$ cat src/rtl/heichips25_accum_alu_pkg.sv
// Shared types for the accumulate ALU: opcode encoding and per-result status flags.
package heichips25_accum_alu_pkg;

   typedef enum logic [1:0] {
      OP_ADD  = 2'b00,
      OP_SUB  = 2'b01,
      OP_ACC  = 2'b10,
      OP_LOAD = 2'b11
   } op_e;

   typedef struct packed {
      logic carry;
      logic ovf;
   } flags_t;

   localparam int unsigned FLAG_W = $bits(flags_t);

endpackage

$ cat src/rtl/heichips25_sync_fifo.sv
// Generic synchronous FIFO; the head entry is read straight from registered storage.
module heichips25_sync_fifo #(
   parameter int unsigned WIDTH = 8,
   parameter int unsigned DEPTH = 2
) (
   input  logic                     clk,
   input  logic                     rst,
   input  logic                     push,
   input  logic [WIDTH-1:0]         push_data,
   input  logic                     pop,
   output logic [WIDTH-1:0]         head_c,
   output logic                     empty_c,
   output logic [$clog2(DEPTH):0]   count
);

   localparam int unsigned AW = $clog2(DEPTH);
   localparam int unsigned CW = AW + 1;

   logic [WIDTH-1:0] mem [DEPTH];
   logic [AW-1:0]    wr_ptr;
   logic [AW-1:0]    rd_ptr;
   logic             full_c;
   logic             do_push;
   logic             do_pop;

   assign full_c  = (count == CW'(DEPTH));
   assign empty_c = (count == '0);
   assign do_push = push & ~full_c;
   assign do_pop  = pop & ~empty_c;
   assign head_c  = mem[rd_ptr];

   // Pointers wrap naturally because DEPTH is a power of two.
   always_ff @(posedge clk) begin
      if (rst) begin
         for (int i = 0; i < int'(DEPTH); i++) begin
            mem[i] <= '0;
         end
         wr_ptr <= '0;
         rd_ptr <= '0;
         count  <= '0;
      end else begin
         if (do_push) begin
            mem[wr_ptr] <= push_data;
            wr_ptr      <= wr_ptr + AW'(1);
         end
         if (do_pop) begin
            rd_ptr <= rd_ptr + AW'(1);
         end
         case ({do_push, do_pop})
            2'b10:   count <= count + CW'(1);
            2'b01:   count <= count - CW'(1);
            default: count <= count;
         endcase
      end
   end

endmodule

$ cat src/rtl/heichips25_accum_alu.sv
// Add/sub/accumulate unit with valid/ready on both sides and an output result FIFO.
module heichips25_accum_alu
   import heichips25_accum_alu_pkg::*;
#(
   parameter int unsigned WIDTH    = 8,
   parameter int unsigned DEPTH    = 2,
   parameter bit          SATURATE = 1'b0
) (
   input  logic             clk,
   input  logic             rst,
   input  logic             in_valid,
   output logic             in_ready,
   input  logic [1:0]       in_op,
   input  logic [WIDTH-1:0] in_a,
   input  logic [WIDTH-1:0] in_b,
   output logic             out_valid,
   input  logic             out_ready,
   output logic [WIDTH-1:0] out_data,
   output logic             out_carry,
   output logic             out_ovf,
   output logic [WIDTH-1:0] acc_q
);

   localparam int unsigned FW = WIDTH + FLAG_W;
   localparam int unsigned CW = $clog2(DEPTH) + 1;

   op_e              op;
   logic [WIDTH-1:0] opa_c;
   logic [WIDTH-1:0] opb_c;
   logic [WIDTH:0]   sum_c;
   logic [WIDTH:0]   diff_c;
   logic [WIDTH-1:0] res_c;
   flags_t           flags_c;
   flags_t           head_flags_c;
   logic [FW-1:0]    head_c;
   logic             empty_c;
   logic [CW-1:0]    count;
   logic             accept_c;
   logic             pop_c;

   assign op       = op_e'(in_op);
   assign in_ready = (count < CW'(DEPTH));
   assign accept_c = in_valid & in_ready;
   assign pop_c    = out_valid & out_ready;

   // ACC adds operand A to the accumulator; ADD/SUB use both operands.
   always_comb begin
      opa_c   = (op == OP_ACC) ? acc_q : in_a;
      opb_c   = (op == OP_ACC) ? in_a  : in_b;
      sum_c   = {1'b0, opa_c} + {1'b0, opb_c};
      diff_c  = {1'b0, in_a} - {1'b0, in_b};
      res_c   = sum_c[WIDTH-1:0];
      flags_c = '0;
      flags_c.carry = sum_c[WIDTH];
      flags_c.ovf   = (opa_c[WIDTH-1] == opb_c[WIDTH-1]) &&
                      (sum_c[WIDTH-1] != opa_c[WIDTH-1]);
      case (op)
         OP_SUB: begin
            res_c         = diff_c[WIDTH-1:0];
            flags_c.carry = diff_c[WIDTH];
            flags_c.ovf   = (in_a[WIDTH-1] != in_b[WIDTH-1]) &&
                            (diff_c[WIDTH-1] != in_a[WIDTH-1]);
         end
         OP_LOAD: begin
            res_c   = in_a;
            flags_c = '0;
         end
         default: ;
      endcase
      // Clamp on the raw carry/borrow; flags still report the event.
      if (SATURATE && flags_c.carry) begin
         res_c = (op == OP_SUB) ? '0 : '1;
      end
   end

   always_ff @(posedge clk) begin
      if (rst) begin
         acc_q <= '0;
      end else if (accept_c && (op == OP_ACC || op == OP_LOAD)) begin
         acc_q <= res_c;
      end
   end

   heichips25_sync_fifo #(
      .WIDTH (FW),
      .DEPTH (DEPTH)
   ) u_fifo (
      .clk       (clk),
      .rst       (rst),
      .push      (accept_c),
      .push_data ({res_c, flags_c}),
      .pop       (pop_c),
      .head_c    (head_c),
      .empty_c   (empty_c),
      .count     (count)
   );

   assign out_valid    = ~empty_c;
   assign out_data     = head_c[FW-1:FLAG_W];
   assign head_flags_c = flags_t'(head_c[FLAG_W-1:0]);
   assign out_carry    = head_flags_c.carry;
   assign out_ovf      = head_flags_c.ovf;

endmodule

$ cat config.mk
export PLATFORM = sky130hd
export DESIGN_NAME = heichips25_accum_alu
export DESIGN_NICKNAME = d
export VERILOG_FILES = /design/src/rtl/heichips25_accum_alu_pkg.sv /design/src/rtl/heichips25_sync_fifo.sv /design/src/rtl/heichips25_accum_alu.sv
export SDC_FILE = /design/constraint.sdc
export NUM_CORES = 1
export LEC_CHECK = 0
export BUFFER_PORTS_ARGS = -buffer_cell sky130_fd_sc_hd__buf_2
export CAP_MARGIN = 10
export CORE_MARGIN = 10
export CORE_UTILIZATION = 50
export CTS_CLUSTER_DIAMETER = 150
export DETAILED_ROUTE_END_ITERATION = 8
export HOLD_SLACK_MARGIN = 0.12
export PLACE_DENSITY = 0.73
export REMOVE_ABC_BUFFERS = 1
export SETUP_SLACK_MARGIN = 0.15
export SYNTH_ARGS = -nofsm -noshare
export SYNTH_HDL_FRONTEND = slang
export SYNTH_SLANG_ARGS = --single-unit
$ cat constraint.sdc
create_clock -name clk -period 3.2 [get_ports clk]
set_input_delay 0.16 -clock clk [delete_from_list [all_inputs] [get_ports clk]]
set_output_delay 0.16 -clock clk [all_outputs]
set_load 0.02 [all_outputs]
Word level (Yosys, flattened, before mapping) --
Memories as Yosys holds them, arrays and structs flattened. A register that Yosys moved wholly into a read port is not among the register bits. Index checks and enable logic that the tools add are counted.
Operators by class: magnitude comparators 1, equal/unequal tests 10, reduce and logical (&&, ||, !) cells 7, multiplexer cells 15, add/subtract/negate cells 6, bitwise operators 6
Operators by type and width (number):
- $mux 8 | 2
- $pmux 8 s2 | 1
- $mux 10 | 1
- $reduce_or 10->1 | 1
- $add 8x8->9 | 1
- $mux 1 | 9
- $sub 8x8->9 | 1
- $eq 2x2->1 const B | 4
- $pmux 2 s2 | 2
- $and 1x1->1 | 4
- $eq 2x1->1 const B | 2
- $logic_and 1x1->1 | 3
- $ne 1x1->1 | 3
- $add 1x1->1 const B | 2
- $add 2x1->2 const B | 1
- $logic_not 2->1 | 1
- $lt 2x2->1 const B | 1
- $not 1->1 | 2
- $reduce_bool 2->1 | 1
- $sub 2x1->2 const B | 1
- $eq 1x1->1 | 1
- $logic_or 1x1->1 | 1
Storage, ports and cells: flip-flop bits (word level) 12, output and inout port bits 20, bits of input ports 22, memory bits (writable) 20, memories kept 1
Memory list:
- u_fifo.mem | words 2, bits a word 10, rd ports 1, clocked after Yosys merged registers in 1, write ports 2, line heichips25_sync_fifo.sv:19 | logic [WIDTH-1:0] mem [DEPTH];

Logic depth before layout (Yosys ltp) --
word-level depth 8, gate-level depth with buffers 13, mapped depth without buffers 11

Cells and area by module --
From an unflattened synthesis, not the netlist that was laid out.
Unflattened totals: cells, all modules 282, area total of the unflattened synthesis 2558.7 um^2
Modules (own cells, without submodules):
- heichips25_accum_alu | area each 1457.6 um^2, cells an instance 193, times used 1
- heichips25_sync_fifo | area each 1101.1 um^2, cells an instance 89, times used 1

Worst setup path after synthesis --
OpenSTA, ideal clock, no wires.
path kind input to register, start point in in_op[0], end point mem u_fifo.mem[1][1] in the netlist's numbering, data pin, setup time 258 ps, data required time 2942 ps, stages on the path 12, data arrival time 2610 ps, slack 332 ps, buffers on the path 2, path through clkbuf_2 -> inv_2 -> nand2_2 -> buf_2 -> mux2_2 -> ha_1 -> fa_1 -> a21o_1 -> a221oi_2 -> o21ai_0 -> a22o_1 -> nor2b_1
RTL lines:
- start, declared | line heichips25_accum_alu.sv:13 | input logic [1:0] in_op,
- end, declared | line heichips25_sync_fifo.sv:19

==> results.cfg <==
[route]
drtPass1Iterations = 4
drt_wl_total_um = 6051
drc = 0
vias_per_cell = 5.509
num_vias = 2077
drt_iter0_markers = 162
postRouteAntennaNets = 0
wl_per_cell_um = 16.05

[sta]
rsz0062_at_grt = no
fin_tns_setup_ns = 0
setup_viol = 0
max_slew_margin_pct = 45.06
skew_ns = 0.006069
slew_viol_final = 0
hold_violations = 0
hold_ws_ns = 0.2380
fin_crit_ns = 2.546
fin_ws_ns = 0.6544
fmax_mhz = 392.8
period_share_pct = 79.55
worstMarginPinSlew_ns = 0.8211

[place]
numPortBuffers = 41
dp_cells = 369
place_area_um2 = 2754
dp_slack_ns = 0.3687
dp.final_hpwl_um = 4747
gp_congestion = 0.9305

[clock_tree]
cts.sink_count = 33
cts_buffers = 5
h-tree-depth = 2
hold_buffers = 0
cts_tree = done
cts.root.buffer_cell = clkbuf_8
post_cts_resized = 0
ctsLongestPathBuffers = 2
insertion_delay_ns = 0.29
clk_pin_slew_ns = 0.07
post-cts-setup-buffers = 0

[die]
start_util_pct = 52.34
ios = 42
die_h_um = 90.78
num_rows = 25
core_um2 = 4786
die_x_um = 90.78
dieArea_um2 = 8241

[critical_path]
cp_max_fo = 12
crit_top_cell = a21oi_1
crit_slowest_cell = fa_1
slowest_delay_ns = 0.40
reg2reg_depth = 8
cp.arrival_ns = 2.58
worst_ep_required_time_ns = 3.23
crit_path_start_kind = primary input
rrSetupSlack_ns = 0.71
crit_type = primary input to flop
crit_path_end_kind = flop
crit_chain = buf_2 > inv_2 > nand2_2 > buf_4 > nand2_1 > o21ai_0 > ha_1 > fa_1 > a21o_1 > a221oi_2 > xnor2_1 > a21oi_1 > a21oi_1

[logic_synthesis]
synth_top_area_share_pct = 23.98
yosysUniqueCellTypes = 53
yosys_warnings = 0
synth.area.top_cells = edfxtp_1, mux2_2, dfxtp_1
yosysSeqAreaShare_pct = 34.37
ys.flop_type = edfxtp_1
synthArstFlopShare_pct = 0
syn_area_um2 = 2505
yosys.area.top_type = edfxtp_1
synth-edff-count = 20
synth_seq_cells = 33
netlist_instances = 269
synth_area_per_cell_um2 = 9.312

[cells_and_area]
num_antenna_cells = 0
final_cell_area_um2 = 2836
seqCellArea_um2 = 860.8
final_common_cell = buf_2
drive_above_1_share_pct = 27.74
nFillCells = 438
area_growth_pct = 13.24
stdcell_count = 377
multi_input_area_um2 = 1521
utilization_pct = 59.27
layout.nets = 350
final_cell_mix = buf_2, nor2_1, mux2_2

[run_status]
status = complete, no violations

[hold_path]
hold_class = primary input to flop
hold_depth = 4

[global_routing]
grt_usage_pct = 15.03
grt_pass1_vias = 2142
grt_first_pass_wirelength_um = 10390
grt_max_degree = 18
antenna_found_initial = 0
grt_overflow_total = 0

[pwr]
p_total_mw = 1.576
p_per_area_nw_per_um2 = 555.6
vdd_drop_max_v = 0.0002212
p_leak_nw = 1.252

[job]
maxCapViolations = 0
flip-flops by register name (all words and copies together), names as in the netlist, named ones only:
| register | flops |
|---|---|
| acc_q | 8 |
| u_fifo.count | 2 |
| u_fifo.mem | 20 |
| u_fifo.rd_ptr | 1 |
| u_fifo.wr_ptr | 1 |
final timing paths:
path                                            start                             end
worst min register to register  acc_q[5]$_SDFFE_PP0P_           acc_q[5]$_SDFFE_PP0P_
worst max-delay path                         in_op[0]  u_fifo.mem[0][8]$_SDFFCE_PN0P_
worst max register to register  acc_q[0]$_SDFFE_PP0P_  u_fifo.mem[0][8]$_SDFFCE_PN0P_
worst min-delay path                         in_op[0]           acc_q[4]$_SDFFE_PP0P_
critical path: cells and delay by family:
family,cells,cell delay (ns)
compound gates,5,1.00
xor+xnor,1,0.10
fa+ha+maj,2,0.61
buf+inv,3,0.46
simple gates,2,0.23
layer usage:
metal	vias to the layer above	track usage [%]	part of all wire, %
met1	940	19.41	48
met3	15	3.076	4.7
met4	0	6.919	2.5
li1	1067	-	-
met5	-	0	0
met2	55	23.38	45
area by class of cell:
type,count,share of cell area [%]
Tap cell,67,2.955
Clock buffer,6,2.558
Clock inverter,2,0.3529
Sequential cell,33,30.35
Inverter,16,2.117
Multi-Input combinational cell,209,53.64
Timing Repair Buffer,44,8.028
Yosys cell counts, drive strengths merged (3+ instances only):
cell / n
nor3: 9
xor2: 3
buf: 6
or2: 3
nand2: 16
inv: 16
mux2: 24
nand2b: 3
clkbuf: 5
o21ai: 15
a221oi: 3
a21o: 5
nand3: 6
xnor2: 6
ha: 17
edfxtp: 20
o22ai: 3
dfxtp: 13
nor2: 29
a21oi: 14
nor2b: 7
and3: 3
a211oi: 11
or3: 4
mux2i: 4
cells by family after synthesis:
| group | after synthesis | synth area share, % |
|---|---|---|
| adders and majority gates | 19 | 10.09 |
| muxes | 28 | 12.39 |
| AOI/OAI and AO/OA | 67 | 18.23 |
| buffers and inverters | 27 | 4.894 |
| xor gates and xnor gates | 9 | 3.147 |
| and+or+nand+nor | 86 | 16.88 |
| DFF | 33 | 34.37 |
report_power, final:
part           switching [mW]  internal, mW  leakage [nW]
clock                   0.157         0.151        0.0450
sequential             0.0599         0.540         0.317
combinational           0.387         0.281         0.890
total                   0.605         0.971          1.25
(Power assumes the default switching activity.)
